[src/rtl/parallel_adder_stream_ctrl.sv]
// rtl/parallel_adder_stream_ctrl.sv - operand loader and bit-serial sequencer for a multi-operand adder
// Optional WAIT watchdog enabled by defining PAC_TIMEOUT_EN.
module parallel_adder_stream_ctrl #(
  parameter int M       = 32,
  parameter int N       = 32,
  parameter int RW      = 37,
  parameter int TIMEOUT = 256
) (
  input  logic          clk,
  input  logic          rst_n,
  input  logic          in_valid,
  output logic          in_ready,
  input  logic [N-1:0]  in_data,
  output logic          adder_clr,
  output logic [M-1:0]  adder_bits,
  input  logic [RW-1:0] adder_result,
  input  logic          adder_rdy,
  output logic          sum_valid,
  input  logic          sum_ready,
  output logic [RW-1:0] sum_data,
  output logic          busy,
  output logic          err
);

  localparam int WCW = (M > 1) ? $clog2(M) : 1;
  localparam int BCW = (N > 1) ? $clog2(N) : 1;
  localparam logic [WCW-1:0] WORD_LAST = WCW'(M - 1);
  localparam logic [BCW-1:0] BIT_LAST  = BCW'(N - 1);

  if (RW != N + $clog2(M)) begin : g_bad_rw
    $error("parallel_adder_stream_ctrl: RW must equal N + clog2(M)");
  end
  if (TIMEOUT < 1) begin : g_bad_timeout
    $error("parallel_adder_stream_ctrl: TIMEOUT must be at least 1");
  end

  typedef enum logic [2:0] {
    S_LOAD,
    S_CLEAR,
    S_STREAM,
    S_WAIT,
    S_HOLD
  } state_t;

  state_t          state_q;
  logic [WCW-1:0]  word_cnt_q;
  logic [BCW-1:0]  bit_cnt_q;
  logic [N-1:0]    opnd_q [M];
  logic            in_ready_q;
  logic            adder_clr_q;
  logic [M-1:0]    adder_bits_q;
  logic            sum_valid_q;
  logic [RW-1:0]   sum_data_q;
  logic            busy_q;

  logic [N-1:0]    opnd_sh_d [M];
  logic [M-1:0]    slice_d;

  // Operand k drives slice bit M-1-k, so operand 0 lands on the MSB.
  always_comb begin
    slice_d = '0;
    for (int k = 0; k < M; k++) begin
      slice_d[M-1-k] = opnd_q[k][0];
      opnd_sh_d[k]   = opnd_q[k] >> 1;
    end
  end

`ifdef PAC_TIMEOUT_EN
  localparam int TCW = (TIMEOUT > 1) ? $clog2(TIMEOUT) : 1;
  localparam logic [TCW-1:0] WAIT_LAST = TCW'(TIMEOUT - 1);
  logic [TCW-1:0] wait_cnt_q;
  logic           err_q;
`endif

  always_ff @(posedge clk or negedge rst_n) begin
    if (!rst_n) begin
      state_q      <= S_LOAD;
      word_cnt_q   <= '0;
      bit_cnt_q    <= '0;
      for (int k = 0; k < M; k++) opnd_q[k] <= '0;
      in_ready_q   <= 1'b0;
      adder_clr_q  <= 1'b0;
      adder_bits_q <= '0;
      sum_valid_q  <= 1'b0;
      sum_data_q   <= '0;
      busy_q       <= 1'b0;
`ifdef PAC_TIMEOUT_EN
      wait_cnt_q   <= '0;
      err_q        <= 1'b0;
`endif
    end else begin
      case (state_q)
        S_LOAD: begin
          in_ready_q <= 1'b1;
          if (in_valid && in_ready_q) begin
            opnd_q[word_cnt_q] <= in_data;
            if (word_cnt_q == WORD_LAST) begin
              word_cnt_q  <= '0;
              in_ready_q  <= 1'b0;
              adder_clr_q <= 1'b1;
              busy_q      <= 1'b1;
              state_q     <= S_CLEAR;
            end else begin
              word_cnt_q <= word_cnt_q + 1'b1;
            end
          end
        end
        S_CLEAR: begin
          adder_clr_q  <= 1'b0;
          adder_bits_q <= slice_d;
          for (int k = 0; k < M; k++) opnd_q[k] <= opnd_sh_d[k];
          bit_cnt_q    <= '0;
          state_q      <= S_STREAM;
        end
        S_STREAM: begin
          // N shifts in total leave the operand buffer cleared for the next load.
          if (bit_cnt_q == BIT_LAST) begin
            adder_bits_q <= '0;
            state_q      <= S_WAIT;
`ifdef PAC_TIMEOUT_EN
            wait_cnt_q   <= '0;
`endif
          end else begin
            adder_bits_q <= slice_d;
            for (int k = 0; k < M; k++) opnd_q[k] <= opnd_sh_d[k];
            bit_cnt_q    <= bit_cnt_q + 1'b1;
          end
        end
        S_WAIT: begin
          if (adder_rdy) begin
            sum_data_q  <= adder_result;
            sum_valid_q <= 1'b1;
            state_q     <= S_HOLD;
          end
`ifdef PAC_TIMEOUT_EN
          else if (wait_cnt_q == WAIT_LAST) begin
            err_q       <= 1'b1;
            sum_data_q  <= '1;
            sum_valid_q <= 1'b1;
            state_q     <= S_HOLD;
          end else begin
            wait_cnt_q <= wait_cnt_q + 1'b1;
          end
`endif
        end
        S_HOLD: begin
          if (sum_ready) begin
            sum_valid_q <= 1'b0;
            in_ready_q  <= 1'b1;
            busy_q      <= 1'b0;
            state_q     <= S_LOAD;
          end
        end
        default: begin
          state_q <= S_LOAD;
        end
      endcase
    end
  end

  assign in_ready   = in_ready_q;
  assign adder_clr  = adder_clr_q;
  assign adder_bits = adder_bits_q;
  assign sum_valid  = sum_valid_q;
  assign sum_data   = sum_data_q;
  assign busy       = busy_q;
`ifdef PAC_TIMEOUT_EN
  assign err        = err_q;
`else
  assign err        = 1'b0;
`endif

endmodule

[config.mk]
export PLATFORM = sky130hd
export DESIGN_NAME = parallel_adder_stream_ctrl
export DESIGN_NICKNAME = d
export VERILOG_FILES = /design/src/rtl/parallel_adder_stream_ctrl.sv
export SDC_FILE = /design/constraint.sdc
export NUM_CORES = 2
export LEC_CHECK = 0
export ABC_AREA = 1
export CAP_MARGIN = 20
export CORE_MARGIN = 8
export CORE_UTILIZATION = 50
export CTS_BUF_LIST = sky130_fd_sc_hd__clkbuf_8
export CTS_CLUSTER_SIZE = 25
export DETAILED_ROUTE_END_ITERATION = 7
export GPL_TIMING_DRIVEN = 0
export PLACE_DENSITY = 0.77
export SETUP_SLACK_MARGIN = 0.15
export SLEW_MARGIN = 10
export SYNTH_ARGS = -nofsm -noshare
export SYNTH_HDL_FRONTEND = slang
export SYNTH_SLANG_ARGS = --single-unit
[constraint.sdc]
create_clock -name clk -period 2.7 [get_ports clk]
set_input_delay 0.54 -clock clk [delete_from_list [all_inputs] [get_ports clk]]
set_output_delay 0.54 -clock clk [all_outputs]
set_load 0.02 [all_outputs]
# [Yosys cells after proc, flatten, opt, wreduce, memory -nomap -nowiden]
# Index checks and enable logic that the tools add are counted.
[word_totals] regBits=1110 latchBits=0 mem_bits_rw=0 rom_bits=0 input_bits=74 out_inout_bits=74 wordCells=103 n_memories=0
[classes] addsub=2 mul=0 n_div=0 n_lt_le_gt_ge=2 eq_ne=12 n_shift=0 mux=28 n_bitwise=1 reduce_logical=17
[ops] operator="1024-bit case mux with 3 select lines" count=1
[ops] operator="1024-bit two-way mux" count=2
[ops] operator="1024-bit bitwise mux" count=1
[ops] operator="32-bit demux with 5-bit select" count=1
[ops] operator="32-bit two-way mux" count=2
[ops] operator="32-bit case mux with 2 select lines" count=1
[ops] operator="3-bit two-way mux" count=5
[ops] operator="3-bit case mux with 5 select lines" count=1
[ops] operator="2-bit inequality test (second input constant)" count=6
[ops] operator="5-bit by 1-bit adder with 5-bit output (second input constant)" count=2
[ops] operator="5-bit == test (second input constant)" count=2
[ops] operator="5-bit two-way mux" count=2
[ops] operator="5-bit case mux with 2 select lines" count=1
[ops] operator="3-bit AND reduction" count=3
[ops] operator="1-bit case mux with 2 select lines" count=4
[ops] operator="2-bit AND reduction" count=4
[ops] operator="2-bit nonzero test" count=4
[ops] operator="1-bit two-way mux" count=7
[ops] operator="3-bit by 2-bit == test with 1-bit output (second input constant)" count=2
[ops] operator="6-bit greater-or-equal comparator (second input constant)" count=1
[ops] operator="6-bit by 1-bit less-than comparator with 1-bit output (second input constant)" count=1
[ops] operator="5-bit NOT with 6-bit output" count=1
[ops] operator="5-bit AND reduction" count=1
[ops] operator="4-bit AND reduction" count=1
[ops] operator="other kinds (5)" count=6

# [Logic depth before layout (Yosys ltp)]
[logic_depth] depth_word=8 mapped_depth=12

# [Least setup slack after synthesis]
# No wires, ideal clock.
[synth_path] path_type="reg2reg" startpoint="reg bit_cnt_q[0]" endpoint="reg opnd_q[770] in the netlist's numbering" arrival_ns=1.876 required_ns=2.583 setup_slack_ns=0.708 stages_incl_launch_ff=13 path_buffers=2 path_cell_list="dfrtp_1 ha_1 nand2_1 nor2_1 ha_1 nand3_1 nand2_1 nor2_2 buf_2 nand2_1 buf_2 nand2_1 nand2_1"
[synth_between] elab_chain_len=3
[synth_lines] item="from (decl)" line_no="47" rtl="logic [BCW-1:0] bit_cnt_q;"
[synth_lines] item="from (signal assigned)" line_no="126" rtl="bit_cnt_q <= bit_cnt_q + 1'b1;"
[synth_lines] item="5-bit == test" line_no="117" rtl="if (bit_cnt_q == BIT_LAST) begin"
[synth_lines] item="2-bit inequality test (no line)"
[synth_lines] item="3-bit AND reduction (no line)"
[synth_lines] item="to (signal, indexed assignment)" line_no="96" rtl="opnd_q[word_cnt_q] <= in_data;"
[synth_lines] item="to (decl)" line_no="48" rtl="logic [N-1:0] opnd_q [M];"
# No other way between the ends.
# A chain may end at the register's enable or synchronous reset.

# [Worst setup path after layout]
[layout_path] startpoint="reg in_ready_q, in the netlist in_ready" endpoint="reg opnd_q[895] in the netlist's numbering"
[layout_between] elab_chain_len=3
[layout_lines] item="from (decl)" line_no="49" rtl="logic in_ready_q;"
[layout_lines] item="from (signal assigned)" line_no="81" rtl="in_ready_q <= 1'b0;"
[layout_lines] item="from (signal assigned)" line_no="94" rtl="in_ready_q <= 1'b1;"
[layout_lines] item="from (signal assigned)" line_no="99" rtl="in_ready_q <= 1'b0;"
[layout_lines] item="1-bit logical AND" line_no="95" rtl="if (in_valid && in_ready_q) begin"
[layout_lines] item="2-bit inequality test (no line)"
[layout_lines] item="3-bit AND reduction (no line)"
# No other way between the ends.

==> flow_metrics.py <==
metrics = {
    "layout": {
        "final_area_mm2": 0.0680,
        "finalNetCount": 9256,
        "drive_gt1_share_pct": 8.51,
        "syn2layout_area_growth_pct": 14.2,
    },
    "setup_path": {
        "cp_max_fo": 10,
        "timing.rr.start": "in_ready",
        "crit_type": "reg -> reg",
        "worstSetupStartpointType": "flip-flop",
        "cp_data_arrival_time_ns": 3.48,
        "worst_setup_path_end_kind": "flip-flop",
        "startpoint": "in_ready",
        "worstPathRequired_ns": 3.57,
        "r2r_setup_slack_ns": 0.09,
    },
    "die": {
        "fp-row-count": 126,
        "initial_core_util_pct": 50.4,
        "dieArea_mm2": 0.130,
        "coreArea_mm2": 0.118,
        "io_pins": 148,
        "die_height_um": 361,
        "dieWidth_um": 361,
    },
    "clocking": {
        "cts_sinks": 1110,
        "cts_buffers": 192,
        "clock_path_buffers": 3,
        "clock_latency_ns": 0.96,
        "htree_levels": 4,
        "cts_tree": "done",
        "cts_root_buf": "clkbuf_8",
        "clk_pin_slew_worst_paths_ns": 0.06,
    },
    "synthesis": {
        "synthMuxAreaShare_pct": 0,
        "yosys.area_share.adder_pct": 0.147,
        "ys_types": 29,
        "synth_compound_area_share_pct": 5.85,
        "postSynthCellCount": 8764,
        "seq_area_frac_synth_pct": 46.6,
        "netlist_area_mm2": 0.0596,
        "ys_ff_latch": 1110,
        "synth_warnings": 0,
        "syn-num-nets": 8845,
        "synth_top_family_by_area": "simple AND/OR/NAND/NOR gates",
        "synth_simple_gate_area_share_pct": 41.1,
        "syn-mean-instance-area_um2": 6.80,
        "synth-xor-area-share_pct": 0.0441,
    },
    "sta": {
        "fin_skew_ns": 0.0592,
        "whs_ns": 0.175,
        "period_needed_ns": 2.61,
        "worstMarginPinSlew_ns": 1.28,
        "fin_crit_sh_pct": 96.7,
        "setup_ws_ns": 0.0900,
        "slew_violations": 0,
        "slew_headroom_pct": 14.5,
        "finalHoldViolCount": 0,
        "rsz0062_at_grt": "true",
        "setup_viol": 0,
        "max_freq_mhz": 383,
    },
    "power": {
        "p_per_area_mw_per_mm2": 1070,
        "power.leakage_nw": 36.1,
        "max-vdd-ir-drop_mv": 0.790,
    },
    "place": {
        "gp_congestion": 0.953,
        "hpwl_um": 138000,
        "placed_area_mm2": 0.0638,
        "pre_cts_ws_ns": -0.826,
        "port_buffers": 146,
    },
    "outcome": {
        "outcome": "finished with violations",
        "violations": "DRC",
    },
    "global_routing": {
        "overflow": 0,
        "grt_max_degree": 158,
        "grt_use_total_pct": 30.7,
        "antenna_found_initial": 10,
        "grt_pass1_wl_um": 318000,
        "first_global_vias": 55500,
    },
    "route": {
        "drtPass1Iterations": 8,
        "ant_nets": 0,
        "via_per_inst": 5.64,
        "drt_iter0_drc": 8723,
        "route.detailed.drc": 2,
        "vias": 61300,
        "wirelength_um": 207000,
        "wl_per_cell_um": 19.1,
    },
    "worst_hold_path": {
        "hold_class": "in -> reg",
        "hold_path.startpoint": "adder_result[32]",
    },
    "run": {
        "maxCapViolations": 0,
    },
}
-- worst max-delay path, stage by stage, from the launching register on --
cell and delay (ns):
dfrtp_1 0.57, nand2_1 0.36, nand3_1 0.25, inv_1 0.10, nor2_4 0.26, buf_4 0.26, buf_2 0.39, nand3_1 0.22
nand2_1 0.11
-- synth_stat cells --
library cell / count / area share [%]
a21boi_0: 1 / 0.013
xor2_1: 2 / 0.029
xnor2_1: 1 / 0.015
clkinv_2: 1 / 0.0084
buf_2: 350 / 2.9
conb_1: 1 / 0.0063
ha_1: 7 / 0.15
nand2_1: 5062 / 32
clkbuf_1: 383 / 2.4
a21oi_1: 2 / 0.017
inv_2: 1 / 0.0063
nor2_1: 448 / 2.8
inv_1: 73 / 0.46
nor3_1: 1 / 0.0084
dfrtp_1: 1110 / 47
nor2_2: 22 / 0.23
a22o_1: 34 / 0.50
buf_6: 6 / 0.11
nand3_1: 93 / 0.78
clkinv_1: 2 / 0.013
buf_4: 17 / 0.21
nand4_1: 507 / 5.3
o21a_1: 1 / 0.013
o22ai_1: 1 / 0.011
nand3_2: 1 / 0.017
o21ai_0: 630 / 5.3
nand2_2: 1 / 0.011
buf_1: 5 / 0.032
nor2_4: 1 / 0.019
-- registers in the layout, indices dropped and copies added (netlist names) --
register and cells:
state_q 3, adder_bits 32, in_ready 1, sum_valid 1
adder_clr 1, sum_data 37, bit_cnt_q 5, opnd_q 1024
busy 1, word_cnt_q 5
-- per-layer routing --
layer / part of all wire (%) / vias up / GRT usage, %
met5: 0.086 / - / 0.518
met4: 6.1 / 8 / 17.7
met3: 14 / 782 / 10.6
met2: 41 / 3610 / 43.3
met1: 39 / 28500 / 40.8
li1: - / 28400 / -
-- stage by stage --
step | TNS (ns) | total power, W | instances | util, %
4_1_cts | 0 | 0.0710 | 10800 | 57.3
5_1_grt | 0 | 0.0763 | 10900 | 57.6
6_report | 0 | 0.0726 | 10900 | 57.6
3_3_place_gp | - | 0.0547 | 10400 | 53.3
2_1_floorplan | 0 | 0.0435 | 8764 | -
3_5_place_dp | -630.49 | 0.0553 | 10500 | 54.0
-- worst paths after layout --
path,to,cells after the start
setup / recovery,opnd_q[895],8
hold / removal,sum_data[32],3
max in group asynchronous,opnd_q[442],4
hold reg to reg,sum_data[14],2
setup reg to reg,opnd_q[895],8
min in group asynchronous,sum_data[9],2
-- cells in the final DEF, fill, tap and decap left out, drive strengths merged, types with 34 or more instances in the layout --
cell	Yosys	layout
nand2	5063	5063
dfrtp	1110	1110
clkbuf	383	639
o21ai	630	630
nand4	507	507
nor2	471	471
buf	378	432
inv	74	149
clkdlybuf4s50	0	132
nand3	94	94
a22o	34	34
-- where the power goes --
part	internal [W]	switching (W)	total (W)	leakage, nW
registers	0.0200	0.00200	0.0220	15.4
clock network	0.00814	0.00743	0.0156	2.21
logic	0.00848	0.0265	0.0350	18.5
total	0.0366	0.0360	0.0726	36.1
-- cell families after synthesis --
logic type,Yosys count
buffers and inverters,838
other,1
AO/OA/AOI/OAI,669
adder cells (fa/ha/maj),7
flip-flops,1110
XOR/XNOR,3
AND/OR/NAND/NOR,6136
-- timing repair --
action | 4_1_cts | 5_1_grt
setup endpoints to repair | 1065 | 1005
hold buffers | 1 | 0
gates resized for setup | 40 | 102
setup buffers | 4 | 6
hold endpoints to repair | 114 | 0
pin swaps | 2 | 6
-- cell type report --
type / count / area [um2]
antenna: 8 / 20.0
buffer: 761 / 3550
clock buffer: 239 / 3290
clock inverter: 95 / 522
fill: 10700 / 50000
inverter: 77 / 294
multi-input combinational: 6816 / 28200
sequential: 1110 / 27800
tap: 1536 / 1920
timing repair buffer: 217 / 2500
Power figures use the tool's default switching activity.
